--- config.mk ---
export PLATFORM = sky130hd
export DESIGN_NAME = fp_mac_ctrl_flat
export DESIGN_NICKNAME = d
export VERILOG_FILES = /design/src/rtl/fp_mac_pkg.sv /design/src/rtl/fp_mac_ctrl_if.sv /design/src/rtl/fp_mac_ctrl_align_calc.sv /design/src/rtl/fp_mac_ctrl.sv /design/src/flat_wrapper.sv
export SDC_FILE = /design/constraint.sdc
export NUM_CORES = 1
export LEC_CHECK = 0
export BUFFER_PORTS_ARGS = -buffer_cell sky130_fd_sc_hd__clkbuf_2
export CORE_MARGIN = 1.5
export CORE_UTILIZATION = 50
export DETAILED_ROUTE_END_ITERATION = 16
export PLACE_DENSITY = 0.76
export SYNTH_ARGS = -nofsm -noshare
export SYNTH_HDL_FRONTEND = slang
export SYNTH_HIERARCHICAL = 1
export SYNTH_SLANG_ARGS = --single-unit
--- constraint.sdc ---
create_clock -name clk -period 2.8 [get_ports clk]
set_clock_uncertainty 0.15 [all_clocks]
set_input_delay 0.14 -clock clk [delete_from_list [all_inputs] [get_ports clk]]
set_output_delay 0.14 -clock clk [all_outputs]
set_load 0.05 [all_outputs]
--- src/rtl/fp_mac_pkg.sv ---
// Shared types and widths for the floating-point MAC sequencing controller.
package fp_mac_pkg;

    localparam int unsigned MANT_W  = 24;
    localparam int unsigned EXP_W   = 8;
    localparam int unsigned SHAMT_W = 5;

    typedef enum logic [2:0] {
        ST_IDLE,
        ST_WAIT_IN,
        ST_MUL,
        ST_ALIGN,
        ST_ACC,
        ST_NORM,
        ST_DONE
    } state_e;

    // Alignment decision handed from align_calc to the controller
    typedef struct packed {
        logic               swap;
        logic [SHAMT_W-1:0] shamt;
    } align_t;

endpackage

--- src/rtl/fp_mac_ctrl_if.sv ---
// Operand-pair and result valid/ready handshakes of the MAC controller.
interface fp_mac_ctrl_if;

    logic in_valid;
    logic in_ready;
    logic out_valid;
    logic out_ready;

    modport master (
        output in_valid,
        output out_ready,
        input  in_ready,
        input  out_valid
    );

    modport slave (
        input  in_valid,
        input  out_ready,
        output in_ready,
        output out_valid
    );

endinterface

--- src/rtl/fp_mac_ctrl_align_calc.sv ---
// Exponent comparison and saturated alignment shift for the ALIGN stage.
module align_calc #(
    parameter int unsigned MANT_W = fp_mac_pkg::MANT_W
) (
    input  logic [fp_mac_pkg::EXP_W-1:0] prod_exp,
    input  logic [fp_mac_pkg::EXP_W-1:0] acc_exp,
    input  logic                         first,
    output fp_mac_pkg::align_t           align
);
    import fp_mac_pkg::*;

    localparam logic [EXP_W:0] SAT = (EXP_W+1)'(MANT_W);

    logic           gt;
    logic [EXP_W:0] diff;

    // One extra bit keeps the magnitude free of wrap
    always_comb begin
        gt    = prod_exp > acc_exp;
        diff  = gt ? ({1'b0, prod_exp} - {1'b0, acc_exp})
                   : ({1'b0, acc_exp}  - {1'b0, prod_exp});
        align = '0;
        if (first) begin
            align.swap = 1'b1;
        end else begin
            align.swap  = gt;
            align.shamt = (diff > SAT) ? SHAMT_W'(SAT) : SHAMT_W'(diff);
        end
    end

endmodule

--- src/rtl/fp_mac_ctrl.sv ---
// Sequencing FSM for the FP MAC datapath: MUL -> ALIGN -> ACC -> NORM per term,
// counting terms against a length latched at start, then holding the result.
module fp_mac_ctrl #(
    parameter int unsigned CNT_W  = 8,
    parameter int unsigned MANT_W = fp_mac_pkg::MANT_W
) (
    input  logic             clk,
    input  logic             rst_n,
    input  logic             start,
    input  logic [CNT_W-1:0] num_terms,
    input  logic             clr,
    fp_mac_ctrl_if.slave     hs,
    input  logic [7:0]       prod_exp,
    input  logic [7:0]       acc_exp,
    input  logic             mant_msb,
    output logic             mul_en,
    output logic             align_en,
    output logic             acc_en,
    output logic             norm_en,
    output logic             acc_zero,
    output logic             acc_clr,
    output logic             align_swap,
    output logic [4:0]       align_shamt,
    output logic             norm_shr,
    output logic             exp_inc,
    output logic             res_zero,
    output logic             busy,
    output logic [CNT_W-1:0] term_cnt
);
    import fp_mac_pkg::*;

    state_e           state;
    state_e           state_nx;
    logic [CNT_W-1:0] num_q;
    logic [CNT_W-1:0] cnt_inc;
    logic             first_term;
    align_t           align_res;

    assign cnt_inc    = term_cnt + CNT_W'(1);
    assign first_term = (term_cnt == '0);

    align_calc #(.MANT_W(MANT_W)) u_align_calc (
        .prod_exp (prod_exp),
        .acc_exp  (acc_exp),
        .first    (first_term),
        .align    (align_res)
    );

    // State register
    always_ff @(posedge clk or negedge rst_n) begin
        if (!rst_n) state <= ST_IDLE;
        else        state <= state_nx;
    end

    // Next-state decode; clr overrides everything
    always_comb begin
        state_nx = state;
        if (clr) begin
            state_nx = ST_IDLE;
        end else begin
            case (state)
                ST_IDLE:    if (start) state_nx = (num_terms == '0) ? ST_DONE : ST_WAIT_IN;
                ST_WAIT_IN: if (hs.in_valid) state_nx = ST_MUL;
                ST_MUL:     state_nx = ST_ALIGN;
                ST_ALIGN:   state_nx = ST_ACC;
                ST_ACC:     state_nx = ST_NORM;
                ST_NORM:    state_nx = (cnt_inc == num_q) ? ST_DONE : ST_WAIT_IN;
                ST_DONE:    if (hs.out_ready) state_nx = ST_IDLE;
                default:    state_nx = ST_IDLE;
            endcase
        end
    end

    // Control outputs decoded from the registered state
    always_comb begin
        hs.in_ready  = 1'b0;
        hs.out_valid = 1'b0;
        mul_en       = 1'b0;
        align_en     = 1'b0;
        acc_en       = 1'b0;
        norm_en      = 1'b0;
        acc_zero     = 1'b0;
        align_swap   = 1'b0;
        align_shamt  = '0;
        norm_shr     = 1'b0;
        exp_inc      = 1'b0;
        busy         = (state != ST_IDLE);
        case (state)
            ST_WAIT_IN: hs.in_ready = 1'b1;
            ST_MUL:     mul_en = 1'b1;
            ST_ALIGN: begin
                align_en    = 1'b1;
                align_swap  = align_res.swap;
                align_shamt = align_res.shamt;
            end
            ST_ACC: begin
                acc_en   = 1'b1;
                acc_zero = first_term;
            end
            ST_NORM: begin
                norm_en  = 1'b1;
                norm_shr = mant_msb;
                exp_inc  = mant_msb;
            end
            ST_DONE:    hs.out_valid = 1'b1;
            default:    ;
        endcase
    end

    // Term counter, latched length, clear pulse and zero-result flag
    always_ff @(posedge clk or negedge rst_n) begin
        if (!rst_n) begin
            num_q    <= '0;
            term_cnt <= '0;
            acc_clr  <= 1'b0;
            res_zero <= 1'b0;
        end else begin
            acc_clr <= 1'b0;
            if (clr) begin
                term_cnt <= '0;
                acc_clr  <= 1'b1;
                res_zero <= 1'b0;
            end else begin
                case (state)
                    ST_IDLE: if (start) begin
                        num_q    <= num_terms;
                        term_cnt <= '0;
                        acc_clr  <= 1'b1;
                        res_zero <= (num_terms == '0);
                    end
                    ST_NORM: term_cnt <= cnt_inc;
                    ST_DONE: if (hs.out_ready) res_zero <= 1'b0;
                    default: ;
                endcase
            end
        end
    end

endmodule

--- src/flat_wrapper.sv ---
// flat-port wrapper written by rule: the top's interface ports become plain ports
module fp_mac_ctrl_flat import fp_mac_pkg::*;
#(
    parameter int unsigned CNT_W  = 8,
    parameter int unsigned MANT_W = fp_mac_pkg::MANT_W
)
  (clk, rst_n, start, num_terms, clr, prod_exp, acc_exp, mant_msb, mul_en, align_en, acc_en, norm_en, acc_zero, acc_clr, align_swap, align_shamt, norm_shr, exp_inc, res_zero, busy, term_cnt, hs_in_valid, hs_out_ready, hs_in_ready, hs_out_valid);
  fp_mac_ctrl_if hs_i ();
  input  logic clk;
  input  logic rst_n;
  input  logic start;
  input  logic [CNT_W-1:0] num_terms;
  input  logic clr;
  input  logic [7:0] prod_exp;
  input  logic [7:0] acc_exp;
  input  logic mant_msb;
  output logic mul_en;
  output logic align_en;
  output logic acc_en;
  output logic norm_en;
  output logic acc_zero;
  output logic acc_clr;
  output logic align_swap;
  output logic [4:0] align_shamt;
  output logic norm_shr;
  output logic exp_inc;
  output logic res_zero;
  output logic busy;
  output logic [CNT_W-1:0] term_cnt;
  input wire logic [$bits(hs_i.in_valid)-1:0] hs_in_valid;
  input wire logic [$bits(hs_i.out_ready)-1:0] hs_out_ready;
  output wire logic [$bits(hs_i.in_ready)-1:0] hs_in_ready;
  output wire logic [$bits(hs_i.out_valid)-1:0] hs_out_valid;
  assign hs_i.in_valid = hs_in_valid;
  assign hs_i.out_ready = hs_out_ready;
  assign hs_in_ready = hs_i.in_ready;
  assign hs_out_valid = hs_i.out_valid;
  fp_mac_ctrl #(.CNT_W(CNT_W), .MANT_W(MANT_W)) u_core (.clk(clk), .rst_n(rst_n), .start(start), .num_terms(num_terms), .clr(clr), .hs(hs_i), .prod_exp(prod_exp), .acc_exp(acc_exp), .mant_msb(mant_msb), .mul_en(mul_en), .align_en(align_en), .acc_en(acc_en), .norm_en(norm_en), .acc_zero(acc_zero), .acc_clr(acc_clr), .align_swap(align_swap), .align_shamt(align_shamt), .norm_shr(norm_shr), .exp_inc(exp_inc), .res_zero(res_zero), .busy(busy), .term_cnt(term_cnt));
endmodule
# Word-level counts from Yosys, hierarchy flattened
# Cells that the tools add are included.
[totals] elab_cells=62 register_bits=21 out_inout_bits=26
[op_classes] bitwise=1 addsub=3 n_mux=31 reduce_logical=10 order_cmp=2 n_eq_ne=10
[op_table] cell="one-hot mux 3 bit (7 select lines)" count=1
[op_table] cell="two-way mux 3 bit" count=6
[op_table] cell="subtractor 8 x 8 -> 9 bit" count=2
[op_table] cell="logical NOT 8 bit" count=2
[op_table] cell="two-way mux 1 bit" count=16
[op_table] cell="two-way mux 8 bit" count=2
[op_table] cell="one-hot mux 8 bit (2 select lines)" count=1
[op_table] cell="two-way mux 5 bit" count=3
[op_table] cell="== test 3 bit (second input constant)" count=3
[op_table] cell="> comparator 9 x 5 -> 1 bit (second input constant)" count=1
[op_table] cell="two-way mux 9 bit" count=1
[op_table] cell="inequality test 3 bit (second input constant)" count=3
[op_table] cell="AND reduction 3 bit" count=3
[op_table] cell="nonzero test 3 bit" count=3
[op_table] cell="adder 8 x 1 -> 8 bit (second input constant)" count=1
[op_table] cell="== test 8 bit" count=1
[op_table] cell="> comparator 8 bit" count=1
[op_table] cell="== test 3 x 2 -> 1 bit (second input constant)" count=2
[op_table] cell="== test 3 x 1 -> 1 bit (second input constant)" count=1
[op_table] cell="logical NOT 3 bit" count=1
[op_table] cell="one-hot mux 1 bit (2 select lines)" count=1
[op_table] cell="AND reduction 2 bit" count=1
[op_table] cell="NOT 1 bit" count=1

# Logic depth before layout (Yosys ltp)
# Gate-level depths: netlist of run 1.
[logic_depth] depth_word=6 mapped_depth=12

# Modules after synthesis
# The synthesis of run 1 kept the hierarchy.
[modules_own_cells] mod="fp_mac_ctrl" area_per_inst_um2=1410.1 instances=1 cells_each=150
[modules_own_cells] mod="align_calc" area_per_inst_um2=980.9 instances=1 cells_each=132

# Least setup slack after synthesis of run 1
# No wires, ideal clock.
[synth_timing] kind="flip-flop to output port" start="reg u_core.state[1]" end="out acc_zero" arrival_time_ns=2.390 stages_incl_launch_ff=4 n_path_buf=1 path_slack_ns=0.120 cell_sequence="dfrtp_1 -> buf_4 -> nor3b_1 -> and2_1"
[synth_via] elab_chain_cells=2
[synth_lines] item="start: declaration" line_no="fp_mac_ctrl.sv:32" rtl="state_e state;"
[synth_lines] item="start signal: assignment" line_no="fp_mac_ctrl.sv:52" rtl="else state <= state_nx;"
[synth_lines] item="== test 3 bit" line_no="fp_mac_ctrl.sv:88" rtl="case (state)"
[synth_lines] item="two-way mux 1 bit" line_no="fp_mac_ctrl.sv:88"
[synth_lines] item="end: declaration" line_no="flat_wrapper.sv:21" rtl="output logic acc_zero;"
# Every way passes these cells.

==> results of run 1 <==
metal layers:
metal,vias to the layer above,global-route usage (%),wire length [um]
met5,-,0,0
met4,0,5.66,304
met3,37,2.50,398
met2,122,40.2,3390
met1,1161,30.5,2710
li1,1169,-,-
cell families (layout without fill, tap and decap cells):
group / Yosys count / after routing
simple gates: 100 / 100
flops: 21 / 21
xor+xnor: 16 / 16
fa+ha+maj: 20 / 20
buf+inv: 39 / 123
compound gates: 76 / 76
mux: 10 / 10
placed cells by master, fill, tap and decap left out, types with 9 or more instances in the layout:
| cell type | instances |
|---|---|
| o21ai_0 | 16 |
| nand2_1 | 17 |
| nor2_1 | 21 |
| buf_4 | 33 |
| a21oi_1 | 10 |
| dlygate4sd3_1 | 10 |
| inv_1 | 15 |
| dfrtp_1 | 21 |
| clkbuf_2 | 46 |
| xnor2_1 | 10 |
| and2_1 | 9 |
synthesized netlist by cell type, types with 2 or more instances:
master and instances:
inv_1 21, nor3_1 7, o2111ai_1 2, a21oi_4 2, nand3b_1 2, a21oi_2 2, buf_4 7, a21oi_1 13
nor2b_1 2, dfrtp_1 21, nand4_1 2, a21boi_0 2, nand2_1 18, nand2b_1 4, nand3_2 3, a31oi_1 4
o211ai_1 2, fa_1 2, and2_1 9, mux2_1 8, nor4_1 5, o31ai_1 3, o21ai_0 16, nor3b_1 5
ha_1 18, o2bb2ai_1 2, xnor2_1 10, buf_6 3, inv_2 2, nor2_1 21, o21a_1 2, a21o_1 8
o21ai_1 3, a22o_1 2, nand3_1 6, buf_2 5, and3_1 2, or3_1 2, xor2_1 6
power groups by stage:
stage | registers [mW] | clock network [mW] | logic [mW]
finish | 0.393 | 0.199 | 0.618
global placement | 0.396 | 0 | 0.492
global route | 0.399 | 0.213 | 0.661
detailed placement | 0.398 | 0 | 0.501
CTS | 0.392 | 0.201 | 0.520
floorplan | 0.384 | 0 | 0.384
critical path, delay by kind of cell:
kind | cells | cell delay, ps
AOI/OAI and AO/OA | 4 | 690
adders and majority gates | 1 | 270
and+or+nand+nor | 4 | 920
buffers and inverters | 4 | 590
timing repair:
| action | in CTS | in global routing |
|---|---|---|
| setup buffers | 0 | 8 |
| resized for setup | 9 | 62 |
| hold buffers | 10 | 0 |
| setup endpoints to repair | 5 | 5 |
| pin swaps | 0 | 26 |
| hold endpoints to repair | 30 | 0 |
through the flow:
stage / utilization [%] / TNS, ps / hold WS (ps)
finish: 73.2 / -158 / 109
global route: 73.2 / -264 / 137
CTS: 66.5 / -0.792 / 114
detailed placement: 62.4 / -454 / -9.18
global placement: 62.4 / -292 / -16.6
floorplan: - / 0 / -306
sequential cells by signal, indices dropped and copies added (netlist names):
signal           count
u_core/state         3
u_core/term_cnt      8
u_core/res_zero      1
u_core/acc_clr       1
u_core/num_q         8
layout make-up:
type / count / area [sq um] / area share, %
Multi-Input combinational cell: 222 / 1890 / 57.6
Timing Repair Buffer: 96 / 661 / 20.2
Sequential cell: 21 / 526 / 16.0
Inverter: 23 / 91.3 / 2.79
Tap cell: 52 / 65.1 / 1.99
Clock buffer: 4 / 45.0 / 1.38
final timing paths:
path	endpoint	slack (ps)	cells after the start
setup reg to reg	u_core/state[1]	900	6
hold reg to reg	u_core/num_q[7]	370	1
setup / recovery	align_shamt[2]	-90	13
min in group asynchronous	u_core/res_zero	240	2
hold / removal	u_core/res_zero	110	2
max in group asynchronous	u_core/term_cnt[6]	1910	2
==> reports/qor.yml, run 1 <==
outcome:
  status: "finished, violations left"
  violations: "setup timing"
layout:
  final_cells: 418
  nFillCells: 309
  fin_area_sq_um: 3270
  nets: 418
  drive_above_1_share_pct: 39.3
  diodes: 0
  area_growth_pct: 36.9
drt:
  antenna_left: 0
  drc_errors: 0
  post_drt_wl_per_cell_um: 16.3
  wirelength_mm: 6.81
  viasPerCell: 5.95
  vias: 2489
  firstDrtPassIters: 4
  dr.first_iter.drc_count: 194
timing:
  tightest_slew_ps: 511
  max_freq_ghz: 0.346
  relSlewSlack_pct: 65.9
  setup-violations-final: 2
  hold_violations: 0
  finalCritPeriodShare_pct: 103
  finalCriticalPeriod_ps: 2890
  drv_slew: 0
  finalWorstSetupSlack_ps: -86.4
yosys:
  synth_xor_area_share_pct: 5.86
  synth_top_family_by_area: "simple AND/OR/NAND/NOR gates"
  ys_seq_area_share_pct: 22.0
  synth_top_area_share_pct: 22.0
  synth_fp_nets: 333
  ys_warn_count: 6
  syn_avg_cell_area_sq_um: 8.48
  synth_cells: 282
  ys.flop_type: "dfrtp_1"
  yosys.area_share.simple_pct: 24.6
  yosysUniqueCellTypes: 67
  synthMuxAreaShare_pct: 4.66
  synth_edf_count: 0
  ys_seq_elements: 21
  synthAdderAreaFrac_pct: 11.1
  yosysTopAreaCell: "dfrtp_1"
  synth_compound_area_share_pct: 23.3
  yosys-top-cells-area: "dfrtp_1, ha_1, mux2_1, xnor2_1, o21ai_0"
  syn_area_sq_um: 2390
  ys_async_sr_fraction_pct: 100
power:
  p_switching_mw: 0.481
  p_leak_nw: 1.51
  combPwrFrac_pct: 51.0
  clockPowerShare_pct: 16.5
  ir_drop_v: 0.000202
  switching_share_pct: 39.8
  pwr-share-seq_pct: 32.5
  powerDensity_nw_per_um2: 370
  intPower_mw: 0.729
  total_power_mw: 1.21
global_routing:
  grt_pass1_wl_mm: 9.67
  grt_use_total_pct: 23.0
  grt_max_degree: 22
  overflow: 0
  grt_pass1_vias: 2169
  antenna_found_initial: 0
worst_setup_path:
  cp_max_fo: 6
  cp-startpoint: "acc_exp[3]"
  end_kind: "output pin"
  worstSetupPathType: "input port to output pin"
  critPathLaunchType: "input port"
  slowest_delay_ps: 320
  cp.arrival_ps: 2600
  timing.rr.start: "u_core/term_cnt[1]"
  slowest_stage: "nor4_1"
  worstPathRequired_ps: 2510
  cp_cell_sequence: "clkbuf_2 -> ha_4 -> buf_4 -> a21oi_1 -> buf_4 -> a21oi_1 -> nor3_1 -> nand3_1 -> o211ai_2 -> o311ai_4 -> nor4_1 -> and2_1 -> buf_8"
clocking:
  htreeDepth: 1
  clkTransAtPathRegs_ps: 70
  cts.sinks: 21
  clockRootBuffer: "clkbuf_8"
  cts_tree: "yes"
  cts_buffer_depth: 2
  cts_made_buffers: 3
  clk_latency_ps: 260
placement:
  routabilityCongestion: 0.875
  dp_cells: 397
  port_buffers: 56
  place_hpwl_mm: 4.47
  dpl_cell_area_sq_um: 2790
  pre_cts_slack_ps: -114
die:
  ios: 57
  die_y_um: 72.2
  rows: 24
  die_w_um: 72.2
  initial_core_util_pct: 53.4
  fp.coreArea_sq_um: 4470
  dieArea_sq_um: 5210
run:
  cap_violations: 0
hold_path:
  hp-class: "input port to register"
  worstHoldStart: "clr"
(Power assumes the default switching activity.)
==> run 2, diff against run 1 <==
Settings changed: CORE_UTILIZATION 50 to 38, PLACE_DENSITY 0.76 to 0.61.
==> run 2 against run 1 <==
Against the previous run: the run now ends clean; flip-flop and latch count unchanged; sequential share of layout area decreased by 0.13 points; utilization down 18 points; global-route usage decreased by 5.4 points; first-iteration DRC count fell by 19%; wire length shrank 12%; design area is 0.80% higher; combinational power shrank 3.9%; via count decreased by 7.4%; critical path type unchanged; critical endpoint unchanged.
==> reports/qor.yml, run 2 (synthesized netlist as in run 1, its figures left out) <==
outcome:
  status: "completed"
timing:
  drv_slew: 0  # unchanged
  finalCritPeriodShare_pct: 98.3  # -4.8 points
  tightest_slew_ps: 564  # +53.5 ps
  max_freq_ghz: 0.363  # +4.9%
  finalCriticalPeriod_ps: 2750  # -135 ps
  setup-violations-final: 0  # -2
  rsz0062_at_grt: "true"
  relSlewSlack_pct: 62.3  # -3.6 points
  hold_violations: 0  # unchanged
global_routing:
  grt_pass1_vias: 2039  # -6.0%
  antenna_found_initial: 0  # unchanged
  grt_pass1_wl_mm: 9.40  # -2.7%
  grt_max_degree: 22  # unchanged
  grt_use_total_pct: 17.6  # -5.4 points
  overflow: 0  # unchanged
clocking:
  cts.sinks: 21  # unchanged
  clk_latency_ps: 260  # about the same
  cts_made_buffers: 3  # unchanged
  clockRootBuffer: "clkbuf_8"
  clkTransAtPathRegs_ps: 70  # about the same
  htreeDepth: 1  # unchanged
  cts_tree: "yes"
  cts_buffer_depth: 2  # unchanged
worst_setup_path:
  end_kind: "output pin"
  worstRegToRegCells: 5  # -1
  cp_max_fo: 5  # -1
  timing.rr.start: "u_core/state[1]"
  worstPathRequired_ps: 2510  # about the same
  crit_buf_inv: 4  # unchanged
  slowest_stage: "fa_2"
  path_delay_family: "simple AND/OR/NAND/NOR gates"
  slowest_delay_ps: 410  # +90 ps
  cp.arrival_ps: 2460  # -140 ps
  cpMostUsedCell: "buf_8"
  r2r_slack_ps: 820  # -80 ps
  reg2reg_to: "u_core/term_cnt[6]"
  worstSetupPathType: "input port to output pin"
  cp_cell_sequence: "buf_8 -> inv_4 -> ha_4 -> inv_2 -> fa_2 -> nand3_4 -> a21oi_2 -> or3_1 -> a22o_1 -> o211ai_2 -> o311ai_4 -> nor4_2 -> and2_1 -> buf_8"
  critPathLaunchType: "input port"
layout:
  mostFrequentLayoutCells: "clkbuf_2, buf_4, dfrtp_1"
  final_cells: 440  # +5.3%
  fin_util_pct: 55.1  # -18 points
  nFillCells: 532  # +72%
  drive_above_1_share_pct: 39.2  # -0.17 points
  mostFrequentLayoutCell: "clkbuf_2"
  nets: 417  # -0.24%
  reg_top3: "u_core/num_q: 8 flops, u_core/term_cnt: 8 flops, u_core/state: 3 flops"
  diodes: 0  # unchanged
  area_growth_pct: 38.0
power:
  combPwrFrac_pct: 50.2  # -0.8 points
  switching_share_pct: 38.8  # -1.0 points
  p_leak_nw: 1.50  # -0.23%
  intPower_mw: 0.724  # -0.62%
  powerDensity_nw_per_um2: 358  # -3.1%
  pwr-share-seq_pct: 33.0  # +0.5 points
  ir_drop_v: 0.000235  # +17%
  p_switching_mw: 0.458  # -4.8%
  clockPowerShare_pct: 16.7  # +0.2 points
drt:
  dr.first_iter.drc_count: 157  # -19%
  firstDrtPassIters: 4  # unchanged
  drc_errors: 0  # unchanged
  viasPerCell: 5.24  # -12%
  wirelength_mm: 5.97  # -12%
  antenna_left: 0  # unchanged
  vias: 2306  # -7.4%
  post_drt_wl_per_cell_um: 13.6  # -17%
placement:
  port_buffers: 56  # unchanged
  place_hpwl_mm: 4.46  # -0.13%
  routabilityCongestion: 0.806  # -7.9%
  dp_cells: 421  # +6.0%
die:
  rows: 28  # +17%
  initial_core_util_pct: 39.9  # -14 points
  die_y_um: 82.3  # +14%
  dieArea_sq_um: 6780  # +30%
  fp.coreArea_sq_um: 5990  # +34%
  die_w_um: 82.3  # +14%
  ios: 57  # unchanged
hold_path:
  min_path_cells: 2  # unchanged
  worstHoldStart: "clr"
  hp-class: "input port to register"
  min_to: "u_core/res_zero"
run:
  cap_violations: 0  # unchanged
==> run 2: metrics by stage <==
stage | power, mW | area [sq um] | TNS [ps] | worst slack, ps | hold slack [ps]
final | 1.18 | 3300 | 0 | 48.1 | 109
after global routing | 1.27 | 3300 | -148 | -73.6 | 129
after CTS | 1.13 | 3080 | 0 | 1.95 | 112
after detailed placement | 0.895 | 2830 | -318 | -110 | -5.80
after global placement | 0.889 | 2830 | -86.4 | -33.8 | -10.2
after floorplan | 0.768 | 2390 | 0 | 120 | -306
==> run 2: layout make-up <==
type | instances | area, sq um | area share (%)
sequential | 21 | 526 | 15.9
inverter | 23 | 91.3 | 2.77
timing repair buffer | 95 | 646 | 19.6
multi-input combinational | 222 | 1900 | 57.5
clock buffer | 4 | 45.0 | 1.36
tap | 75 | 93.8 | 2.84
==> run 2: power by group through the flow <==
| stage | Combinational [mW] | Clock, mW | Sequential, mW |
|---|---|---|---|
| after CTS | 0.538 | 0.204 | 0.391 |
| after global routing | 0.650 | 0.221 | 0.401 |
| final | 0.594 | 0.198 | 0.391 |
| after global placement | 0.493 | 0 | 0.395 |
| after floorplan | 0.384 | 0 | 0.384 |
| after detailed placement | 0.499 | 0 | 0.396 |
==> run 2: worst max-delay path by stage <==
stage                    start        endpoint  slack (ps)  depth (start not counted)
3_5_place_dp       prod_exp[0]  align_shamt[1]        -110                         13
3_3_place_gp       prod_exp[3]  align_shamt[0]         -30                         12
2_1_floorplan  u_core/state[1]        acc_zero         120                          3
6_report            acc_exp[0]  align_shamt[2]          50                         14
5_1_grt            prod_exp[2]  align_shamt[2]         -70                         12
4_1_cts            prod_exp[6]  align_shamt[1]           2                         13
==> run 2: metal layers <==
layer / GRT usage (%) / up-vias / part of all wire [%]
li1: - / 1174 / -
met1: 24.7 / 1072 / 48
met2: 28.8 / 54 / 47
met3: 2.86 / 6 / 3.8
met4: 2.54 / 0 / 1.1
met5: 0 / - / 0
==> run 2: what timing repair did <==
| item | in CTS | in global routing |
|---|---|---|
| endpoints found under the hold margin | 30 | 0 |
| pin swaps | 7 | 20 |
| resized for setup | 20 | 46 |
| setup endpoints to repair | 5 | 5 |
| hold buffers | 10 | 0 |
| cloned | 0 | 0 |
| setup buffers | 0 | 5 |
